==> src/rtl/obstacle_scroller.sv <==
// Obstacle generator for the T-Rex game: NUM_OB channels scroll round a circular track and drive a scanned LED matrix.
// Latency: ob_pos/ob_type/step_tick/fast_mode are register outputs; row/col follow a slot or position change by 1 cycle.
// Backpressure: none; pause holds the step divider while the LFSR and the display scan keep running.
//
// Ports:
//   clk          system clock
//   flag_restart synchronous active-high restart; beats every other event in the same cycle
//   pause        1 = freeze scrolling (step divider holds)
//   row          row drive, active high, for the obstacle in the current scan slot
//   col          column drive, active low (0 = lit)
//   ob_pos       packed positions, channel i at [8i+7:8i]
//   ob_type      packed types, channel i at [2i+1:2i]
//   step_tick    one-cycle pulse coincident with each position update
//   fast_mode    1 once LEVEL_STEPS steps have been taken since restart
module obstacle_scroller #(
    parameter int          DISP_W      = 16,
    parameter int          DISP_H      = 8,
    parameter int          TRACK_LEN   = 51,
    parameter int          NUM_OB      = 3,
    parameter int          FIRST_POS   = 13,
    parameter int          SPACING     = 11,
    parameter int          STEP_SLOW   = 12500000,
    parameter int          STEP_FAST   = 10000000,
    parameter int          LEVEL_STEPS = 40,
    parameter int          SCAN_DIV    = 500,
    parameter logic [15:0] LFSR_SEED   = 16'hACE1
) (
    input  logic                  clk,
    input  logic                  flag_restart,
    input  logic                  pause,
    output logic [DISP_H-1:0]     row,
    output logic [DISP_W-1:0]     col,
    output logic [NUM_OB*8-1:0]   ob_pos,
    output logic [NUM_OB*2-1:0]   ob_type,
    output logic                  step_tick,
    output logic                  fast_mode
);

    // ------------------------------------------------------------------
    // Derived widths and constants
    // ------------------------------------------------------------------
    localparam int STEP_MAX = (STEP_SLOW > STEP_FAST) ? STEP_SLOW : STEP_FAST;
    localparam int DIV_W    = $clog2(STEP_MAX + 1);
    localparam int CNT_W    = $clog2(LEVEL_STEPS + 1) > 0 ? $clog2(LEVEL_STEPS + 1) : 1;
    localparam int SCAN_W   = $clog2(SCAN_DIV + 1);
    localparam int SLOT_W   = (NUM_OB > 1) ? $clog2(NUM_OB) : 1;

    localparam logic [DIV_W-1:0]  SLOW_LAST = DIV_W'(STEP_SLOW - 1);
    localparam logic [DIV_W-1:0]  FAST_LAST = DIV_W'(STEP_FAST - 1);
    localparam logic [CNT_W-1:0]  LEVEL_CNT = CNT_W'(LEVEL_STEPS);
    localparam logic [SCAN_W-1:0] SCAN_LAST = SCAN_W'(SCAN_DIV - 1);
    localparam logic [SLOT_W-1:0] SLOT_LAST = SLOT_W'(NUM_OB - 1);
    localparam logic [7:0]        POS_LAST  = 8'(TRACK_LEN - 1);

    // Obstacle type encoding
    localparam logic [1:0] T_BOX       = 2'd0;
    localparam logic [1:0] T_POST      = 2'd1;
    localparam logic [1:0] T_HIGH_BIRD = 2'd2;
    localparam logic [1:0] T_LOW_BIRD  = 2'd3;

    // ------------------------------------------------------------------
    // State
    // ------------------------------------------------------------------
    logic [7:0]        pos_q  [NUM_OB];
    logic [7:0]        pos_d  [NUM_OB];
    logic [1:0]        type_q [NUM_OB];
    logic [1:0]        type_d [NUM_OB];

    logic [15:0]       lfsr_q,     lfsr_d;
    logic [DIV_W-1:0]  div_q,      div_d;
    logic [CNT_W-1:0]  step_cnt_q, step_cnt_d;
    logic              fast_q,     fast_d;
    logic              tick_q,     tick_d;
    logic [SCAN_W-1:0] scan_q,     scan_d;
    logic [SLOT_W-1:0] slot_q,     slot_d;
    logic [DISP_H-1:0] row_q,      row_d;
    logic [DISP_W-1:0] col_q,      col_d;

    logic              step_now;
    logic [DIV_W-1:0]  period_last;

    // ------------------------------------------------------------------
    // LFSR: 16-bit Fibonacci, taps 16,14,13,11 (bits 15,13,12,10)
    // ------------------------------------------------------------------
    always_comb begin
        lfsr_d = {lfsr_q[14:0], lfsr_q[15] ^ lfsr_q[13] ^ lfsr_q[12] ^ lfsr_q[10]};
    end

    // ------------------------------------------------------------------
    // Step divider. The period is chosen from the registered mode, so a
    // mode change made at a step edge only affects the following period.
    // ------------------------------------------------------------------
    always_comb begin
        period_last = fast_q ? FAST_LAST : SLOW_LAST;
        step_now    = 1'b0;
        div_d       = div_q;
        if (!pause) begin
            // >= rather than == so a stale count can never run away
            if (div_q >= period_last) begin
                div_d    = '0;
                step_now = 1'b1;
            end else begin
                div_d = div_q + 1'b1;
            end
        end
    end

    // ------------------------------------------------------------------
    // Level tracking
    // ------------------------------------------------------------------
    always_comb begin
        step_cnt_d = step_cnt_q;
        fast_d     = fast_q;
        tick_d     = step_now;
        if (step_now && (step_cnt_q != LEVEL_CNT)) begin
            step_cnt_d = step_cnt_q + 1'b1;
        end
        if (step_now && (step_cnt_d == LEVEL_CNT)) begin
            fast_d = 1'b1;
        end
    end

    // ------------------------------------------------------------------
    // Obstacle movement. All channels wrapping on the same step share the
    // same respawn type because they all sample the same LFSR state.
    // ------------------------------------------------------------------
    always_comb begin
        for (int i = 0; i < NUM_OB; i++) begin
            pos_d[i]  = pos_q[i];
            type_d[i] = type_q[i];
            if (step_now) begin
                if (pos_q[i] == 8'd0) begin
                    pos_d[i]  = POS_LAST;
                    type_d[i] = lfsr_q[1:0];
                end else begin
                    pos_d[i] = pos_q[i] - 8'd1;
                end
            end
        end
    end

    // ------------------------------------------------------------------
    // Display scan: one channel per slot, SCAN_DIV cycles per slot.
    // ------------------------------------------------------------------
    logic [7:0]        cur_pos;
    logic [1:0]        cur_type;
    logic [7:0]        trail_pos;
    logic              wide;
    logic [DISP_W-1:0] occ;
    logic [DISP_H-1:0] row_mask;

    always_comb begin
        scan_d = scan_q + 1'b1;
        slot_d = slot_q;
        if (scan_q == SCAN_LAST) begin
            scan_d = '0;
            slot_d = (slot_q == SLOT_LAST) ? '0 : slot_q + 1'b1;
        end
    end

    always_comb begin
        cur_pos   = pos_q[slot_q];
        cur_type  = type_q[slot_q];
        wide      = (cur_type != T_POST);
        // Trailing column of a two-wide obstacle wraps round the track,
        // so an obstacle at TRACK_LEN-1 shows its tail at column 0.
        trail_pos = (cur_pos == POS_LAST) ? 8'd0 : cur_pos + 8'd1;

        // Comparing against each column index keeps only columns < DISP_W.
        occ = '0;
        for (int c = 0; c < DISP_W; c++) begin
            occ[c] = (cur_pos == 8'(c)) || (wide && (trail_pos == 8'(c)));
        end

        row_mask = '0;
        case (cur_type)
            T_BOX, T_POST: begin
                row_mask[0] = 1'b1;
                row_mask[1] = 1'b1;
            end
            T_HIGH_BIRD: row_mask[3] = 1'b1;
            T_LOW_BIRD:  row_mask[2] = 1'b1;
            default:     row_mask    = '0;
        endcase

        // Nothing visible: blank the row so no stray pixels light up.
        row_d = (occ == '0) ? '0 : row_mask;
        col_d = ~occ;
    end

    // ------------------------------------------------------------------
    // Registers. Restart wins over every other event, including a step.
    // ------------------------------------------------------------------
    always_ff @(posedge clk) begin
        if (flag_restart) begin
            for (int i = 0; i < NUM_OB; i++) begin
                pos_q[i]  <= 8'(FIRST_POS + i * SPACING);
                type_q[i] <= 2'(i % 3);
            end
            lfsr_q     <= LFSR_SEED;
            div_q      <= '0;
            step_cnt_q <= '0;
            fast_q     <= 1'b0;
            tick_q     <= 1'b0;
            scan_q     <= '0;
            slot_q     <= '0;
            row_q      <= '0;
            col_q      <= '1;
        end else begin
            for (int i = 0; i < NUM_OB; i++) begin
                pos_q[i]  <= pos_d[i];
                type_q[i] <= type_d[i];
            end
            lfsr_q     <= lfsr_d;
            div_q      <= div_d;
            step_cnt_q <= step_cnt_d;
            fast_q     <= fast_d;
            tick_q     <= tick_d;
            scan_q     <= scan_d;
            slot_q     <= slot_d;
            row_q      <= row_d;
            col_q      <= col_d;
        end
    end

    // ------------------------------------------------------------------
    // Outputs: direct register views
    // ------------------------------------------------------------------
    always_comb begin
        for (int i = 0; i < NUM_OB; i++) begin
            ob_pos[8*i +: 8]  = pos_q[i];
            ob_type[2*i +: 2] = type_q[i];
        end
    end

    assign row       = row_q;
    assign col       = col_q;
    assign step_tick = tick_q;
    assign fast_mode = fast_q;

endmodule

==> config.mk <==
export PLATFORM = sky130hd
export DESIGN_NAME = obstacle_scroller
export DESIGN_NICKNAME = d
export VERILOG_FILES = /design/src/rtl/obstacle_scroller.sv
export SDC_FILE = /design/constraint.sdc
export NUM_CORES = 1
export LEC_CHECK = 0
export BUFFER_PORTS_ARGS = -buffer_cell sky130_fd_sc_hd__buf_2
export CAP_MARGIN = 20
export CORE_UTILIZATION = 63
export CTS_CLUSTER_DIAMETER = 40
export DETAILED_ROUTE_END_ITERATION = 7
export PLACE_DENSITY = 0.81
export SLEW_MARGIN = 0
export SYNTH_ARGS = -nofsm -noshare
export SYNTH_HDL_FRONTEND = slang
export SYNTH_SLANG_ARGS = --single-unit
==> constraint.sdc <==
create_clock -name clk -period 4.31 [get_ports clk]
set_input_delay 0.431 -clock clk [delete_from_list [all_inputs] [get_ports clk]]
set_output_delay 0.431 -clock clk [all_outputs]
set_load 0.005 [all_outputs]
# After elaboration in Yosys (flattened, before gate mapping)
# Memories as Yosys holds them, arrays and structs flattened. A register that Yosys moved wholly into a read port is not among the register bits.
# Index checks and enable logic that the tools add are counted.
[totals]
out_inout_bits = 56
in_bits = 3
ff_bits = 83
mem_bits_rw = 30
mem_count = 2
[mem_list]
columns = ["memory", "words", "width", "rd", "rd_ports_with_merged_regs", "write_ports", "line", "source"]
rows = [
  ["pos_q", 3, 8, 4, 1, 3, "64", "logic [7:0] pos_q [NUM_OB];"],
  ["type_q", 3, 2, 4, 1, 3, "66", "logic [1:0] type_q [NUM_OB];"],
]
[classes]
order_cmp = 1
muxes = 35
eq_ne = 39
n_addsub = 8
n_reduce_logical = 44
n_bitwise = 10
[ops]
columns = ["op", "count"]
rows = [
  ["equality test 8 x 4 -> 1 bit, second input constant", 16],
  ["two-way mux 8 bit", 10],
  ["equality test 8 x 3 -> 1 bit, second input constant", 8],
  ["logical NOT 8 bit", 5],
  ["equality test 8 x 2 -> 1 bit, second input constant", 4],
  ["two-way mux 2 bit", 15],
  ["adder 24 x 1 -> 24 bit, second input constant", 1],
  ["greater-or-equal comparator 24 bit", 1],
  ["two-way mux 24 bit", 1],
  ["subtractor 8 x 1 -> 8 bit, second input constant", 3],
  ["two-way mux 22 bit", 1],
  ["logical AND 1 bit", 18],
  ["equality test 8 x 1 -> 1 bit, second input constant", 2],
  ["logical NOT 16 bit", 1],
  ["logical OR 1 bit", 16],
  ["inverter 16 bit", 1],
  ["adder 9 x 1 -> 9 bit, second input constant", 1],
  ["equality test 9 bit, second input constant", 1],
  ["adder 8 x 1 -> 8 bit, second input constant", 1],
  ["equality test 8 x 6 -> 1 bit, second input constant", 1],
  ["two-way mux 1 bit", 7],
  ["adder 6 x 1 -> 6 bit, second input constant", 1],
  ["equality test 2 bit, second input constant", 3],
  ["equality test 6 bit, second input constant", 1],
  ["other kinds (9)", 18],
]

# Depth between registers and ports, before layout
# Gate-level depths: netlist of the first run.
[logic_depth]
ltp_word = 8
ltp_mapped = 13
ltp_nobuf = 11

# Worst setup path after synthesis of the first run
# OpenSTA, ideal clock, no wires.
[synth_timing]
path_kind = "register -> register"
startpoint = "register with a tool-made name"
endpoint = "register row_q[3] (netlist: row[3])"
stages_incl_launch_ff = 13
path_slack_ns = 1.593
t_arrival_ns = 2.625
cell_sequence = "dfxtp_1 -> buf_6 -> mux2i_1 -> o21a_4 -> clkinv_4 -> ha_1 -> clkbuf_1 -> xnor2_1 -> o21ai_0 -> or3b_4 -> o211a_1 -> and4_4 -> nor4_1"
[synth_rtl]
columns = ["element", "line", "source"]
rows = [
  ["end signal, assigned", "221", "row_q <= row_d;"],
  ["end, declared", "76", "logic [DISP_H-1:0] row_q, row_d;"],
]

==> flow_summary.ini, run 1 <==
[timing]
worst_pin_slew_ns = 0.783
setup_tns_ns = 0
fin_crit_ns = 3.43
setup_viol = 0
worst_slack_ns = 0.878
maxSlewHeadroom_pct = 47.5
whs_ns = 0.392
post-route-period-util_pct = 79.6
hold_viol_final = 0
max_freq_mhz = 291
slew_viol_final = 0
finalClockSkew_ns = 0.0141
rsz0062_at_grt = no

[clock_tree]
htreeDepth = 3
clock_path_buffers = 2
numCtsBuffers = 9
cts_tree = yes
postCtsHoldBufs = 0
cts_resized = 0
path_clk_slew_ns = 0.12
cts-root-buf = clkbuf_8
clkLatencyLatePin_ns = 0.39
cts_setup_buffers = 0
clock-sinks = 110

[finish]
fin_cells = 764
final_nets = 677
nFillCells = 657
layout_common_cells = 110 x dfxtp_1, 66 x nand2_1, 62 x nor2_1
drive_gt1_share_pct = 15.0
final_common_cell = dfxtp_1
diodes = 0
fin_util_pct = 71.3
area_growth_pct = 9.44
fin_area_um2 = 5860

[synth]
synth-seq-area-share_pct = 41.1
synth-main-ff-cell = dfxtp_1
syn-mean-instance-area_um2 = 8.72
synth_edf_count = 0
ys_async_sr_fraction_pct = 0
syn_inst = 614
synth_area_um2 = 5350
synth_cell_types = 67
synth-seq-cells = 110
yosys_warnings = 0

[run_status]
status = completed

[global_routing]
grt_max_degree = 71
grt_pass1_vias = 4226
antenna_found_initial = 0
grt_pass1_wl_um = 19300
overflow = 0
track_usage_pct = 27.6

[place]
io_buffers = 54
placed_area_um2 = 5650
hpwlAfterDp_um = 8080
place.gp.congestion = 0.858
dp.cells = 748
place_worst_setup_slack_ns = 0.931

[drt]
vias_per_cell = 5.81
finalWirelength_um = 11400
first_iter_violations = 166
vias = 4441
routedWlPerCell_um = 15.0
drt_pass1_iterations = 5
drc = 0
drtAntennaViolNets = 0

[power_and_ir_drop]
ir_drop_uv = 196
power_density_nw_per_um2 = 299
power.leakage_nw = 2.22
report.power.total_mw = 1.75

[floorplan]
dieArea_um2 = 8870
rows = 33
pin_count = 59
die_w_um = 94.2
core-area_um2 = 8220
initial_utilization_pct = 65.1
die_y_um = 94.2

[setup_path]
crit_required_ns = 4.60
crit_fanout = 22
critPathKind = flip-flop to flip-flop
worstPathArrival_ns = 3.73
crit_path_end_kind = flip-flop
critPathLaunchType = flip-flop

[job]
maxCapViolCount = 0

[min_path]
hold_path.class = primary input to flip-flop
==> layer usage <==
metal  GRT usage [%]  routed length (um)  share of wire [%]  vias up
met5               0                   0                  0        -
li1                -                   -                  -     2196
met3            3.96                 453                4.0       27
met1            33.9                4900                 43     2100
met2            47.2                5740                 50      118
met4            13.1                 325                2.8        0
==> worst max-delay path, stage by stage (launching register included) <==
cell and delay, ns:
dfxtp_1 0.82, nand2_1 0.16, o21a_4 0.19, clkinv_4 0.08, ha_1 0.47, nand3_4 0.16, and4b_1 0.33, nor3_2 0.08
or3b_4 0.42, o211a_1 0.22, and4_4 0.20, nor4_1 0.20
==> state kept, by name, indices dropped and copies added, names as in the netlist, named ones only <==
name,count
col,16
div_q,24
fast_mode,1
lfsr_q,16
pos_q,24
row,3
scan_q,9
slot_q,2
step_cnt_q,6
step_tick,1
type_q,6
==> where the power goes <==
part           switching, mW  internal (mW)  leakage (nW)
logic                 0.0275         0.0180          1.22
registers            0.00960           1.03         0.893
clock network          0.381          0.283         0.105
total                  0.418           1.33          2.22
==> Yosys cell counts, drive strengths merged (16+ instances only) <==
| cell type | number | area, um2 |
|---|---|---|
| xnor2 | 27 | 236 |
| inv | 20 | 75.1 |
| ha | 20 | 250 |
| nor3 | 43 | 225 |
| xor2 | 26 | 228 |
| o21ai | 16 | 95.1 |
| dfxtp | 110 | 2200 |
| nand3 | 23 | 128 |
| nor2 | 63 | 236 |
| clkbuf | 18 | 67.6 |
| mux2i | 20 | 200 |
| nand2 | 67 | 254 |
==> cells by family after synthesis <==
family / after synthesis / synth area share (%)
adder cells (fa/ha/maj): 20 / 4.68
flip-flops: 110 / 41.1
AO/OA/AOI/OAI: 81 / 10.8
AND/OR/NAND/NOR: 276 / 26.5
buffers and inverters: 53 / 4.39
other: 1 / 0.0701
XOR/XNOR: 53 / 8.67
multiplexers: 20 / 3.74
==> worst paths after layout <==
check / start / endpoint / slack (ns) / depth (start not counted)
max: flip-flop / row[2]$_SDFF_PP0_ / 0.88 / 11
min: pause / div_q[1]$_SDFFE_PP0N_ / 0.39 / 3
max reg2reg: flip-flop / row[2]$_SDFF_PP0_ / 0.88 / 11
min reg2reg: lfsr_q[9]$_SDFF_PP0_ / lfsr_q[10]$_SDFF_PP1_ / 0.42 / 1
==> layout make-up <==
| cell class | instances | area [um2] | area share, % |
|---|---|---|---|
| multi-input cells | 454 | 2930 | 50.1 |
| clock inverters | 7 | 86.3 | 1.47 |
| inverters | 22 | 87.6 | 1.50 |
| repair buffers | 57 | 293 | 5.00 |
| clock buffers | 9 | 124 | 2.11 |
| well taps | 105 | 131 | 2.24 |
| flip-flops and latches | 110 | 2200 | 37.6 |
Note: power is estimated with default switching activity, not from simulation.
==> run 2: changes to the inputs <==
--- a/config.mk
+++ b/config.mk
@@ -7,10 +7,10 @@
 export LEC_CHECK = 0
 export BUFFER_PORTS_ARGS = -buffer_cell sky130_fd_sc_hd__buf_2
 export CAP_MARGIN = 20
-export CORE_UTILIZATION = 63
+export CORE_UTILIZATION = 53
 export CTS_CLUSTER_DIAMETER = 40
 export DETAILED_ROUTE_END_ITERATION = 7
-export PLACE_DENSITY = 0.81
+export PLACE_DENSITY = 0.72
 export SLEW_MARGIN = 0
 export SYNTH_ARGS = -nofsm -noshare
 export SYNTH_HDL_FRONTEND = slang
==> constraint.sdc (replaced) <==
create_clock -name clk -period 2.85 [get_ports clk]
set_input_delay 0.285 -clock clk [delete_from_list [all_inputs] [get_ports clk]]
set_output_delay 0.285 -clock clk [all_outputs]
set_load 0.005 [all_outputs]
==> run 2 against run 1 <==
Effect of this change:
- flip-flop and latch count unchanged
- power up 44%
- combinational power up 57%
- wire length up 0.81%
- first-iteration DRC count down 23%
- register-to-register slack worse by 0.74 ns
- clock skew down 0.0064 ns
- core utilization down 8.3 points
- largest power group unchanged
- largest cell class unchanged
- highest routed layer unchanged
==> flow_summary.ini, run 2 (synthesis gave the netlist of run 1 again) <==
[timing]
worst_slack_ns = 0.135
maxSlewHeadroom_pct = 58.5
max_freq_mhz = 368
slew_viol_final = 0
post-route-period-util_pct = 95.3
worst_pin_slew_ns = 0.616
hold_viol_final = 0
finalClockSkew_ns = 0.00768
fin_crit_ns = 2.72
setup_viol = 0

[power_and_ir_drop]
combPwrFrac_pct = 2.8
power_density_nw_per_um2 = 411
p_sw_mw = 0.590
clock_power_share_pct = 35.0
ir_drop_uv = 280
netSwitchingFraction_pct = 23.3
power.leakage_nw = 2.37
intPower_mw = 1.94
seq_power_share_pct = 62.2

[finish]
reg_top3 = div_q x24, pos_q x24
final_common_cell = dfxtp_1
nFillCells = 882
fin_area_um2 = 6160
drive_gt1_share_pct = 20.7
area_growth_pct = 15.1
diodes = 0
final_nets = 710
layout_common_cells = 108 x dfxtp_1, 66 x nand2_1, 62 x nor2_1
fin_cells = 825

[global_routing]
grtUsageMet3_pct = 3.39
grt_max_degree = 40
overflow = 0
use_met2_pct = 38.8
antenna_found_initial = 0
grt_pass1_vias = 3973
grt_pass1_wl_um = 19000
met1_usage_pct = 29.6
track_usage_pct = 23.2
busiest_layer = met2

[setup_path]
slowest_stage = or3b_4
path_cells = buf_4, mux2i_1, o21ai_1, nand2_1, nor4_4, nor3_4, or3b_4, o211a_1, and4_4, nor4_1
worstPathArrival_ns = 3.00
crit_path_end_kind = flip-flop
critPathLaunchType = flip-flop
crit_required_ns = 3.14
critPathKind = flip-flop to flip-flop
crit_fanout = 8
crit_path_max_incr_delay_ns = 0.42

[clock_tree]
cts-root-buf = clkbuf_8
clock_path_buffers = 2
htreeDepth = 3
postCtsHoldBufs = 0
clock-sinks = 110
path_clk_slew_ns = 0.10
cts_tree = yes
clkLatencyLatePin_ns = 0.38
numCtsBuffers = 9

[run_status]
status = completed

[drt]
first_iter_violations = 128
drtAntennaViolNets = 0
drt_pass1_iterations = 4
vias = 4483
drc = 0
routedWlPerCell_um = 14.0
finalWirelength_um = 11500
vias_per_cell = 5.43

[job]
maxCapViolCount = 0

[place]
hpwlAfterDp_um = 8450
place_worst_setup_slack_ns = 0.0991
dp.cells = 807
placed_area_um2 = 5920
io_buffers = 54
place.gp.congestion = 0.921

[floorplan]
die_w_um = 102
die_y_um = 102
core-area_um2 = 9770
rows = 36
pin_count = 59
initial_utilization_pct = 54.8
dieArea_um2 = 10500

[min_path]
hold_path.class = primary input to flip-flop
run 2: changes by cell type in the layout (fill, tap and decap cells not counted), moves of 2 or more:
cell	delta
buf_4	+33
nor4_1	-2
nor4_2	+2
dfxtp_1	-2
o21ai_2	+3
dfxtp_2	+2
inv_8	-2
o21ai_1	-2
clkinv_4	+2
run 2: path summary, 6_finish.rpt:
path	start	to	slack, ns	cells past startpoint
setup / recovery	flip-flop	row[2]$_SDFF_PP0_	0.13	10
hold / removal	pause	div_q[1]$_SDFFE_PP0N_	0.28	3
setup reg to reg	flip-flop	row[2]$_SDFF_PP0_	0.13	10
hold reg to reg	lfsr_q[9]$_SDFF_PP0_	lfsr_q[10]$_SDFF_PP1_	0.42	1
run 2: power by group through the flow:
stage          Clock [mW]  Sequential, mW  Combinational (mW)
6_report            0.885            1.58              0.0713
5_1_grt             0.973            1.58              0.0801
4_1_cts             0.906            1.58              0.0725
3_5_place_dp            0            1.61              0.0714
3_3_place_gp            0            1.61              0.0687
2_1_floorplan           0            1.61              0.0586
run 2: metal layers:
layer | wire, um | vias up | part of all wire, %
met3 | 416 | 16 | 3.6
met1 | 5220 | 2101 | 45
met5 | 0 | - | 0
met2 | 5620 | 98 | 49
met4 | 255 | 0 | 2.2
li1 | - | 2268 | -
run 2: cell type report:
type,instances,area (um2),share of cell area (%)
Multi-Input combinational cell,454,2980,48.3
Sequential cell,110,2200,35.8
Timing Repair Buffer,90,541,8.78
Tap cell,133,166,2.70
Clock buffer,11,141,2.30
Inverter,22,87.6,1.42
Clock inverter,5,42.5,0.691
run 2: critical path: cells and delay by family (launching register included):
family                 cells  cell delay, ns
muxes                      1            0.09
DFF                        1            0.39
buffers and inverters      1            0.23
and+or+nand+nor            6            1.39
AOI/OAI and AO/OA          2            0.53
run 2: what timing repair did:
action                     4_1_cts  5_1_grt
setup endpoints to repair        0        3
buffers inserted                 0        2
resized for setup                0       14
run 2: through the flow:
stage | setup TNS [ns] | power (mW) | util (%) | hold slack [ns]
final | 0 | 2.53 | 63.0 | 0.279
after global routing | -0.0557 | 2.63 | 63.0 | 0.293
after CTS | 0 | 2.55 | 62.4 | 0.259
after detailed placement | 0 | 1.68 | 60.5 | 0.397
after global placement | 0 | 1.68 | 60.5 | 0.397
after floorplan | 0 | 1.67 | - | 0.389
